**config.mk**
```make
export PLATFORM = sky130hd
export DESIGN_NAME = alu_sequencer_flat
export DESIGN_NICKNAME = d
export VERILOG_FILES = /design/src/rtl/alu_sequencer_if.sv /design/src/rtl/alu_sequencer.sv /design/src/flat_wrapper.sv
export SDC_FILE = /design/constraint.sdc
export NUM_CORES = 1
export LEC_CHECK = 0
export ABC_AREA = 1
export CORE_UTILIZATION = 58
export CTS_CLUSTER_DIAMETER = 120
export DETAILED_ROUTE_END_ITERATION = 16
export PLACE_DENSITY_LB_ADDON = 0.25
export SYNTH_ARGS = -nofsm -noshare
export SYNTH_HDL_FRONTEND = slang
export SYNTH_SLANG_ARGS = --single-unit
```
**constraint.sdc**
```tcl
create_clock -name clk -period 1.9 [get_ports clk]
set_clock_uncertainty 0.15 [all_clocks]
set_input_delay 0.285 -clock clk [delete_from_list [all_inputs] [get_ports clk]]
set_output_delay 0.285 -clock clk [all_outputs]
set_load 0.005 [all_outputs]
```
**src/rtl/alu_sequencer_if.sv**
```systemverilog
// Bundles the instruction handshake, the external ALU operand/result bus and the
// status/debug signals used by alu_sequencer.
interface alu_sequencer_if;
  logic        instr_valid;
  logic [15:0] instr_data;
  logic        instr_ready;
  logic [3:0]  alu_opcode;
  logic [15:0] alu_src1;
  logic [15:0] alu_src2;
  logic [15:0] alu_imm;
  logic [15:0] alu_result;
  logic        alu_carry;
  logic        done;
  logic        illegal;
  logic        carry_flag;
  logic [2:0]  dbg_addr;
  logic [15:0] dbg_data;

  modport slave (
    input  instr_valid, instr_data, alu_result, alu_carry, dbg_addr,
    output instr_ready, alu_opcode, alu_src1, alu_src2, alu_imm,
           done, illegal, carry_flag, dbg_data
  );

  modport master (
    output instr_valid, instr_data, alu_result, alu_carry, dbg_addr,
    input  instr_ready, alu_opcode, alu_src1, alu_src2, alu_imm,
           done, illegal, carry_flag, dbg_data
  );
endinterface

```
**src/rtl/alu_sequencer.sv**
```systemverilog
// Four-state instruction sequencer (IDLE/DECODE/EXEC/WB) driving an external
// combinational ALU, with an 8 x 16 register file and a sticky carry flag.
module alu_sequencer (
  input  logic            clk,
  input  logic            rst_n,
  alu_sequencer_if.slave  bus
);

  typedef enum logic [1:0] {IDLE, DECODE, EXEC, WB} state_t;

  state_t      state_q, state_d;
  logic [15:0] instr_q;
  logic [3:0]  opcode_q;
  logic [15:0] src1_q, src2_q;
  logic [5:0]  imm_q;
  logic [15:0] result_q;
  logic        carry_res_q;
  logic        carry_flag_q;
  logic [15:0] rf_q [8];

  logic ready_c, done_c, illegal_c;
  logic accept, latch_ops, latch_res, rf_we;
  logic legal;

  // Opcodes 0000-1000 retire with a write; everything above is illegal.
  assign legal = (opcode_q <= 4'd8);

  always_ff @(posedge clk or negedge rst_n) begin
    if (!rst_n) state_q <= IDLE;
    else        state_q <= state_d;
  end

  always_comb begin
    state_d   = state_q;
    ready_c   = 1'b0;
    done_c    = 1'b0;
    illegal_c = 1'b0;
    accept    = 1'b0;
    latch_ops = 1'b0;
    latch_res = 1'b0;
    rf_we     = 1'b0;
    case (state_q)
      IDLE: begin
        ready_c = 1'b1;
        if (bus.instr_valid) begin
          accept  = 1'b1;
          state_d = DECODE;
        end
      end
      DECODE: begin
        latch_ops = 1'b1;
        state_d   = EXEC;
      end
      EXEC: begin
        latch_res = 1'b1;
        state_d   = WB;
      end
      WB: begin
        done_c    = 1'b1;
        illegal_c = ~legal;
        rf_we     = legal;
        state_d   = IDLE;
      end
      default: state_d = IDLE;
    endcase
  end

  // Operands are captured in DECODE, so rd == rs1/rs2 sees the pre-write value.
  always_ff @(posedge clk or negedge rst_n) begin
    if (!rst_n) begin
      instr_q      <= '0;
      opcode_q     <= '0;
      src1_q       <= '0;
      src2_q       <= '0;
      imm_q        <= '0;
      result_q     <= '0;
      carry_res_q  <= 1'b0;
      carry_flag_q <= 1'b0;
      for (int i = 0; i < 8; i++) rf_q[i] <= '0;
    end else begin
      if (accept) instr_q <= bus.instr_data;
      if (latch_ops) begin
        opcode_q <= instr_q[15:12];
        src1_q   <= rf_q[instr_q[8:6]];
        src2_q   <= rf_q[instr_q[5:3]];
        imm_q    <= instr_q[5:0];
      end
      if (latch_res) begin
        result_q    <= bus.alu_result;
        carry_res_q <= bus.alu_carry;
      end
      if (rf_we) begin
        rf_q[instr_q[11:9]] <= result_q;
        carry_flag_q        <= carry_res_q;
      end
    end
  end

  assign bus.instr_ready = ready_c;
  assign bus.done        = done_c;
  assign bus.illegal     = illegal_c;
  assign bus.alu_opcode  = opcode_q;
  assign bus.alu_src1    = src1_q;
  assign bus.alu_src2    = src2_q;
  assign bus.alu_imm     = {10'd0, imm_q};
  assign bus.carry_flag  = carry_flag_q;
  assign bus.dbg_data    = rf_q[bus.dbg_addr];

endmodule

```
**src/flat_wrapper.sv**
```systemverilog
// flat-port wrapper written by rule: the top's interface ports become plain ports
module alu_sequencer_flat 
  (clk, rst_n, bus_instr_valid, bus_instr_data, bus_alu_result, bus_alu_carry, bus_dbg_addr, bus_instr_ready, bus_alu_opcode, bus_alu_src1, bus_alu_src2, bus_alu_imm, bus_done, bus_illegal, bus_carry_flag, bus_dbg_data);
  alu_sequencer_if bus_i ();
  input  logic clk;
  input  logic rst_n;
  input wire logic [$bits(bus_i.instr_valid)-1:0] bus_instr_valid;
  input wire logic [$bits(bus_i.instr_data)-1:0] bus_instr_data;
  input wire logic [$bits(bus_i.alu_result)-1:0] bus_alu_result;
  input wire logic [$bits(bus_i.alu_carry)-1:0] bus_alu_carry;
  input wire logic [$bits(bus_i.dbg_addr)-1:0] bus_dbg_addr;
  output wire logic [$bits(bus_i.instr_ready)-1:0] bus_instr_ready;
  output wire logic [$bits(bus_i.alu_opcode)-1:0] bus_alu_opcode;
  output wire logic [$bits(bus_i.alu_src1)-1:0] bus_alu_src1;
  output wire logic [$bits(bus_i.alu_src2)-1:0] bus_alu_src2;
  output wire logic [$bits(bus_i.alu_imm)-1:0] bus_alu_imm;
  output wire logic [$bits(bus_i.done)-1:0] bus_done;
  output wire logic [$bits(bus_i.illegal)-1:0] bus_illegal;
  output wire logic [$bits(bus_i.carry_flag)-1:0] bus_carry_flag;
  output wire logic [$bits(bus_i.dbg_data)-1:0] bus_dbg_data;
  assign bus_i.instr_valid = bus_instr_valid;
  assign bus_i.instr_data = bus_instr_data;
  assign bus_i.alu_result = bus_alu_result;
  assign bus_i.alu_carry = bus_alu_carry;
  assign bus_i.dbg_addr = bus_dbg_addr;
  assign bus_instr_ready = bus_i.instr_ready;
  assign bus_alu_opcode = bus_i.alu_opcode;
  assign bus_alu_src1 = bus_i.alu_src1;
  assign bus_alu_src2 = bus_i.alu_src2;
  assign bus_alu_imm = bus_i.alu_imm;
  assign bus_done = bus_i.done;
  assign bus_illegal = bus_i.illegal;
  assign bus_carry_flag = bus_i.carry_flag;
  assign bus_dbg_data = bus_i.dbg_data;
  alu_sequencer u_core (.clk(clk), .rst_n(rst_n), .bus(bus_i));
endmodule
```
==> results.rst, run 1 <==
.. list-table::
   :header-rows: 1

   * - Metric
     - Value
   * - Clock tree root driver cell
     - sky130_fd_sc_hd__clkbuf_16
   * - Count of warnings emitted by yosys
     - 0
   * - Total CTS buffers
     - 22
   * - Cell types with the largest area share after synthesis
     - sky130_fd_sc_hd__dfrtp_1, sky130_fd_sc_hd__nand2_1, sky130_fd_sc_hd__nand3_1, sky130_fd_sc_hd__inv_1, sky130_fd_sc_hd__o21ai_0
   * - Most frequent cell after synthesis
     - sky130_fd_sc_hd__nand2_1
   * - Total power
     - approximately 25,000 uW
   * - Clock Path Buffers
     - 3
   * - Post-layout utilization of the core
     - 0.7513
   * - Count of buffers inserted at the top-level ports
     - 100
   * - Placed wire-length estimate after detailed placement
     - between 20,000 and 25,000 um
   * - Filler instances
     - between 1,000 and 1,500
   * - Final Non-Filler Cells
     - roughly 2,000
   * - Fmax
     - 481.2 MHz
   * - Number of setup violations in the final report
     - 9
   * - Vias in the first global route
     - around 11,000
   * - Period Utilization, post-route
     - 1.094
   * - Max FO, Critical Path
     - 2
   * - Sink Count
     - a little over 200
   * - Total power density per cell area
     - ~1700 nW/um^2
   * - Most area-hungry cell type in the Yosys netlist
     - sky130_fd_sc_hd__dfrtp_1
   * - Result of the run
     - finished with violations
   * - Worst Setup Path Type
     - flop to primary output
   * - Top-Level Pins
     - around 110
   * - Placed Cells incl. Taps
     - roughly 1,900
   * - FP Rows
     - 51
   * - Average wire per standard cell
     - between 15 and 20 um
   * - Critical Path Sink Type
     - primary output
   * - Worst IR Drop VDD
     - between 0.9 and 1 mV
   * - Mean instance size in the synthesized netlist
     - about 7.5 sq um
   * - Unrepaired setup endpoints after global routing
     - yes
   * - Number of nets still failing antenna checks after routing
     - 0
   * - Maximum level of the CTS H-tree
     - 1
   * - Clock tree from TritonCTS
     - built
   * - Cells after synthesis
     - between 1,500 and 2,000
   * - Signed area change from the synthesized netlist to the final layout
     - 26.47%
   * - Final critical path time including I/O delays and setup
     - around 2.1 ns
   * - Storage element area
     - between 5000 and 6000 sq um
   * - Routability cong.
     - between 0.8 and 0.9
   * - Post-synth EDFFs
     - 0
   * - Commonest cells post-synth
     - sky130_fd_sc_hd__nand2_1, sky130_fd_sc_hd__dfrtp_1, sky130_fd_sc_hd__inv_1, sky130_fd_sc_hd__nand3_1, sky130_fd_sc_hd__o21ai_0
   * - Violations in the final reports
     - negative setup slack
   * - Summed instance area of the synthesized netlist
     - about 12,000 sq um
   * - Latest clock arrival within the worst-skew pair
     - approximately 0.52 ns
   * - Final worst slack
     - -0.1783 ns
   * - Fraction of post-synthesis cell area in the top cell type by area
     - 0.4444
   * - Starting utilization of the core area
     - 0.5940
   * - Hold WC Path Type
     - input port to asynchronous set/reset pin
   * - Pins Over Slew Limit
     - 0
   * - Horizontal die dimension
     - approximately 140 um
   * - Die height
     - between 100 and 150 um
   * - Fraction of the yosys area taken by sequential cells
     - 0.4444
   * - Final number of hold-violating endpoints
     - 0
   * - Final WL
     - 38,870 um
   * - Clk slew on worst S/H paths
     - 0.06 ns
   * - Standard cell core area
     - between 15,000 and 20,000 sq um
   * - Fraction of layout instances using a drive strength above 1
     - 0.2145
   * - Initial antenna violation count
     - 2
   * - Hold slack
     - 0.08772 ns
   * - Worst Setup Start Kind
     - flop
   * - Largest net degree at the start of global routing
     - 49
   * - DIE AREA
     - 20,570 sq um
   * - Ratio of routed vias to standard cells
     - ~6.0
   * - Async set or reset register ratio after synthesis
     - 1.000
   * - Crit path required time
     - about 1.5 ns
   * - Distinct cell type count of the synthesized netlist
     - 27
   * - Number of storage elements in the synthesis netlist
     - between 200 and 250
   * - Most used flip-flop cell after synthesis
     - sky130_fd_sc_hd__dfrtp_1
   * - Violation count after the first detailed-routing iteration
     - 1,675
   * - First-pass iteration count of the detailed router
     - 6
   * - Routed vias
     - 11,940
   * - Area of the multi-input gates
     - 5391 sq um
   * - Leakage power summed over all cells
     - a little over 0.007 uW
   * - DRC
     - 0
   * - Global Route Usage Sum
     - 0.3701
   * - Worst path arrival time
     - ~1.6 ns
   * - Layout Nets
     - roughly 1,800
   * - Number of violations of the max-capacitance limit
     - 0
   * - Wire length of the first global-routing pass
     - around 58,000 um
   * - Total congestion overflow
     - 0
[power by group]
group / switching (uW) / total [uW] / internal, uW
registers: 1520 / 7740 / 6220
logic: 7650 / 12900 / 5240
clock network: 1800 / 4400 / 2610
[worst paths after layout]
check                                                   start                                  to  slack, ns  cells after the start
max                               u_core.rf_q[34]$_DFFE_PN0P_                     bus_dbg_data[2]      -0.18                      8
max reg2reg                       u_core.rf_q[34]$_DFFE_PN0P_  u_core.bus.alu_src1[2]$_DFFE_PN0N_       0.02                     13
min                                                     rst_n         u_core.rf_q[39]$_DFFE_PN0P_       0.09                      2
max in group asynchronous                               rst_n         u_core.rf_q[26]$_DFFE_PN0P_       0.93                      3
min in group clk                            bus_alu_result[8]      u_core.result_q[8]$_DFFE_PN0N_       0.17                      3
min reg2reg                u_core.bus.alu_src1[6]$_DFFE_PN0N_  u_core.bus.alu_src1[6]$_DFFE_PN0N_       0.33                      2
[critical path: stages (launching register included)]
cell and delay (ns):
sky130_fd_sc_hd__dfrtp_1 0.38, sky130_fd_sc_hd__inv_2 0.06, sky130_fd_sc_hd__buf_6 0.11, sky130_fd_sc_hd__a21oi_2 0.16
sky130_fd_sc_hd__o21ai_1 0.09, sky130_fd_sc_hd__nand2_1 0.07, sky130_fd_sc_hd__nand2_1 0.05, sky130_fd_sc_hd__nand2_1 0.08
sky130_fd_sc_hd__buf_2 0.12
[sequential cells by signal, indices dropped and copies added, names as in the netlist]
signal                 count
u_core.bus.alu_opcode      4
u_core.rf_q              128
u_core.result_q           16
u_core.bus.alu_src2       16
u_core.bus.alu_src1       16
u_core.instr_q            16
u_core.carry_res_q         1
u_core.state_q             2
u_core.bus.carry_flag      1
u_core.imm_q               6
[per-stage QoR]
stage | cell area, sq um | TNS, ns | setup WS, ns
after floorplan | 11630 | 0 | 0.2539
after global placement | 13120 | -8.191 | -0.5517
after detailed placement | 13120 | -8.509 | -0.5785
after CTS | 14280 | -0.05357 | -0.03427
after global routing | 14670 | -1.196 | -0.1645
final | 14670 | -0.5363 | -0.1783
[timing repair]
item                                   4_1_cts  5_1_grt
hold buffers                                 1        0
setup endpoints to repair                   22       37
gates resized for setup                    162       80
endpoints found under the hold margin      206        0
gates cloned                                 0        2
buffers inserted                            57       27
pin swaps                                   19       20
[area by class of cell]
type                       count  area share
antenna                        1   0.0001706
clock buffer                  27     0.04026
clock inverter                10    0.008785
inverter                     159     0.04103
multi-input combinational   1079      0.3675
sequential                   206      0.3518
tap                          265     0.02260
timing repair buffer         249      0.1679
[cell usage in the layout, fill, tap and decap left out, drive strengths merged]
cell,count
ha,5
mux2,8
dfrtp,206
or2,5
dlygate4sd3,1
clkdlybuf4s50,75
diode,1
o211ai,60
nand3,156
inv,158
nor2,18
a21oi,72
buf,164
clkbuf,32
clkinv,8
nand2,526
bufinv,3
dlygate4sd2,4
o21ai,219
conb,10
[kinds of logic after synthesis]
family / count (synthesis) / share of synthesized area
AOI/OAI and AO/OA: 351 / 0.1780
adders and majority gates: 5 / 0.005394
buffers and inverters: 277 / 0.1120
DFF: 206 / 0.4444
muxes: 8 / 0.007767
other: 1 / 0.0003233
and+or+nand+nor: 705 / 0.2521
[routing by layer]
layer | track usage | part of all wire | vias to the layer above
met1 | 0.4868 | 0.38 | 5513
met5 | 0 | 0 | -
li1 | - | - | 5342
met2 | 0.5815 | 0.45 | 866
met3 | 0.07564 | 0.12 | 214
met4 | 0.1876 | 0.055 | 0
No activity file was read; power rests on OpenSTA's default activity.
==> run 2, diff against run 1 <==
--- a/config.mk
+++ b/config.mk
@@ -10,6 +10,7 @@
 export CTS_CLUSTER_DIAMETER = 120
 export DETAILED_ROUTE_END_ITERATION = 16
 export PLACE_DENSITY_LB_ADDON = 0.25
+export SLEW_MARGIN = 10
 export SYNTH_ARGS = -nofsm -noshare
 export SYNTH_HDL_FRONTEND = slang
 export SYNTH_SLANG_ARGS = --single-unit
==> results of run 2 <==
No change in the layout: final DEF, timing and power equal those of run 1.
==> run 3, diff against run 2 <==
--- a/config.mk
+++ b/config.mk
@@ -6,7 +6,7 @@
 export NUM_CORES = 1
 export LEC_CHECK = 0
 export ABC_AREA = 1
-export CORE_UTILIZATION = 58
+export CORE_UTILIZATION = 40
 export CTS_CLUSTER_DIAMETER = 120
 export DETAILED_ROUTE_END_ITERATION = 16
 export PLACE_DENSITY_LB_ADDON = 0.25
==> results.rst, run 3 (same netlist as run 1, synthesis figures left out) <==
.. list-table::
   :header-rows: 1

   * - Metric
     - Value
   * - DIE AREA
     - 29,680 sq um (was 20,570 sq um)
   * - Switching Share
     - 0.4258 (was 0.4380)
   * - Die height
     - 172.3 um (was 143.4 um)
   * - Clock tree from TritonCTS
     - built (unchanged)
   * - DRC
     - 0 (unchanged)
   * - Maximum level of the CTS H-tree
     - 1 (unchanged)
   * - Crit path required time
     - 1.46 ns (about the same)
   * - Hold WC Path Type
     - input port to asynchronous set/reset pin (unchanged)
   * - Violations in the final reports
     - negative setup slack (unchanged)
   * - Power spent charging and discharging nets
     - 10,800 uW (was 10,960 uW)
   * - Signed area change from the synthesized netlist to the final layout
     - 30.06% (was 26.47%)
   * - Critical Path Sink Type
     - primary output (unchanged)
   * - Total internal power
     - 14,570 uW (was 14,070 uW)
   * - Register containing the most flip-flops in the final layout
     - u_core.rf_q (unchanged)
   * - Clock power frac
     - 0.187 (was 0.176)
   * - Wire length of the first global-routing pass
     - 60,230 um (was 57,950 um)
   * - Number of setup violations in the final report
     - 7 (was 9)
   * - Ratio of routed vias to standard cells
     - 5.366 (was 5.979)
   * - Clock Path Buffers
     - 3 (unchanged)
   * - Most frequent cells in the layout
     - sky130_fd_sc_hd__nand2_1, sky130_fd_sc_hd__dfrtp_1, sky130_fd_sc_hd__nand3_1 (unchanged)
   * - Violation count after the first detailed-routing iteration
     - 1,177 (was 1,675)
   * - Average wire per standard cell
     - 18.31 um (was 19.47 um)
   * - Top-Level Pins
     - 111 (unchanged)
   * - Total CTS buffers
     - 25 (was 22)
   * - Starting utilization of the core area
     - 0.4118 (was 0.5940)
   * - Global Route Usage Sum
     - 0.2668 (was 0.3701)
   * - Number of nets still failing antenna checks after routing
     - 0 (unchanged)
   * - Worst Setup Start Kind
     - flop (unchanged)
   * - Initial antenna violation count
     - 0 (was 2)
   * - Result of the run
     - finished with violations (unchanged)
   * - First-pass iteration count of the detailed router
     - 6 (unchanged)
   * - Routability cong.
     - 0.8757 (was 0.8999)
   * - Vias in the first global route
     - 10,870 (was 10,840)
   * - Routed vias
     - 11,450 (was 11,940)
   * - Pins Over Slew Limit
     - 0 (unchanged)
   * - Placed wire-length estimate after detailed placement
     - 24,860 um (was 23,130 um)
   * - Total power density per cell area
     - 1682 nW/um^2 (was 1707 nW/um^2)
   * - Worst IR Drop VDD
     - 0.6580 mV (was 0.9746 mV)
   * - Worst Setup Path Type
     - flop to primary output (unchanged)
   * - Fraction of power consumed by combinational cells
     - 0.510 (was 0.515)
   * - Sequential power share
     - 0.303 (was 0.309)
   * - FP Rows
     - 61 (was 51)
   * - Number of violations of the max-capacitance limit
     - 0 (unchanged)
   * - Leakage power summed over all cells
     - 0.007371 uW (was 0.007161 uW)
   * - Final worst slack
     - -0.04460 ns (was -0.1783 ns)
   * - Standard cell core area
     - 28,160 sq um (was 19,530 sq um)
   * - Post-layout utilization of the core
     - 0.5357 (was 0.7513)
   * - Clk slew on worst S/H paths
     - 0.06 ns (about the same)
   * - Fmax
     - 514.2 MHz (was 481.2 MHz)
   * - ANT cells
     - 0 (was 1)
   * - Number of flip-flops in the largest register
     - 128 (unchanged)
   * - Clock tree root driver cell
     - sky130_fd_sc_hd__clkbuf_16 (unchanged)
   * - Final Non-Filler Cells
     - 2,134 (was 1,996)
   * - Final WL
     - 39,070 um (was 38,870 um)
   * - Final number of hold-violating endpoints
     - 0 (unchanged)
   * - Unrepaired setup endpoints after global routing
     - yes (unchanged)
   * - Latest clock arrival within the worst-skew pair
     - 0.54 ns (was 0.52 ns)
   * - Total congestion overflow
     - 0 (unchanged)
   * - Largest net degree at the start of global routing
     - 52 (was 49)
   * - Max FO, Critical Path
     - 2 (unchanged)
   * - Count of buffers inserted at the top-level ports
     - 100 (unchanged)
   * - Aggregate negative setup slack
     - -0.1296 ns (was -0.5363 ns)
   * - Final critical path time including I/O delays and setup
     - 1.945 ns (was 2.078 ns)
   * - Worst path arrival time
     - 1.51 ns (was 1.64 ns)
   * - Sink Count
     - 206 (unchanged)
   * - Period Utilization, post-route
     - 1.023 (was 1.094)
   * - Most common library cell in the layout ignoring fill and taps
     - sky130_fd_sc_hd__nand2_1 (unchanged)
   * - Horizontal die dimension
     - 172.3 um (was 143.4 um)
   * - Placed Cells incl. Taps
     - 1,991 (was 1,872)
   * - Fraction of layout instances using a drive strength above 1
     - 0.2255 (was 0.2145)
   * - Layout Nets
     - 1,782 (was 1,761)
-- run 3: cell types whose count changed in the layout (fill, tap and decap cells not counted), moves of 7 or more --
| cell | before | now |
|---|---|---|
| sky130_fd_sc_hd__buf_4 | 111 | 122 |
| sky130_fd_sc_hd__a21oi_2 | 30 | 21 |
| sky130_fd_sc_hd__buf_6 | 7 | 17 |
| sky130_fd_sc_hd__nand2_2 | 5 | 12 |
| sky130_fd_sc_hd__clkdlybuf4s50_1 | 75 | 66 |
| sky130_fd_sc_hd__a21oi_1 | 42 | 51 |
-- run 3: through the flow --
step | power, uW | setup slack [ns] | cell area [sq um] | hold WS [ns]
finish | 25370 | -0.04460 | 15090 | 0.1015
global route | 27260 | -0.1357 | 15090 | 0.1157
CTS | 24750 | -0.04624 | 14760 | 0.09463
detailed placement | 18900 | -0.5882 | 13330 | 0.1031
global placement | 18670 | -0.6047 | 13330 | 0.1017
floorplan | 14530 | 0.2539 | 11630 | -0.1606
-- run 3: layer usage --
| layer | wire length [um] | vias to the layer above | GRT usage |
|---|---|---|---|
| met5 | 0 | - | 0 |
| met4 | 1390 | 0 | 0.1120 |
| met3 | 3373 | 105 | 0.04555 |
| met2 | 17640 | 546 | 0.4267 |
| met1 | 16660 | 5407 | 0.3560 |
| li1 | - | 5394 | - |
-- run 3: final cells by class --
type	instances	area [sq um]
Fill cell	2625	13080
Multi-Input combinational cell	1079	5380
Sequential cell	206	5161
Timing Repair Buffer	267	2646
Clock buffer	36	716.9
Inverter	159	604.3
Tap cell	378	473.0
Clock inverter	9	103.9
-- run 3: critical path: stages, from the launching register on --
cell and delay (ns):
sky130_fd_sc_hd__dfrtp_1 0.39, sky130_fd_sc_hd__inv_2 0.08, sky130_fd_sc_hd__a21oi_1 0.06, sky130_fd_sc_hd__o21ai_1 0.10, sky130_fd_sc_hd__nand2_1 0.07, sky130_fd_sc_hd__nand2_1 0.08, sky130_fd_sc_hd__nand2_2 0.10, sky130_fd_sc_hd__buf_6 0.13
-- run 3: path summary, 6_finish.rpt --
kind                                             startpoint                                  end  slack (ns)  cells after the start
min in group clk                          bus_alu_result[2]       u_core.result_q[2]$_DFFE_PN0N_        0.15                      3
worst max-delay path            u_core.rf_q[96]$_DFFE_PN0P_                      bus_dbg_data[0]       -0.04                      7
worst min register to register  u_core.imm_q[2]$_DFFE_PN0N_          u_core.imm_q[2]$_DFFE_PN0N_        0.32                      2
worst min-delay path                                  rst_n       u_core.result_q[8]$_DFFE_PN0N_        0.10                      2
worst max register to register  u_core.rf_q[32]$_DFFE_PN0P_   u_core.bus.alu_src1[0]$_DFFE_PN0N_        0.02                     14
max in group asynchronous                             rst_n  u_core.bus.alu_src2[14]$_DFFE_PN0N_        0.87                      3
-- run 3: power groups by stage --
stage | clock network (uW) | logic [uW] | registers, uW
after global placement | 0 | 11000 | 7640
after global routing | 5010 | 14400 | 7860
after CTS | 4840 | 12300 | 7590
final | 4750 | 12900 | 7680
after floorplan | 0 | 7330 | 7200
after detailed placement | 0 | 11200 | 7690
-- run 3: what timing repair did --
| action | in CTS | in global routing |
|---|---|---|
| gates resized for setup | 180 | 87 |
| pin swaps | 23 | 33 |
| hold buffers | 1 | 0 |
| hold endpoints to repair | 206 | 0 |
| endpoints found under the setup margin | 29 | 36 |
| buffers inserted | 83 | 16 |
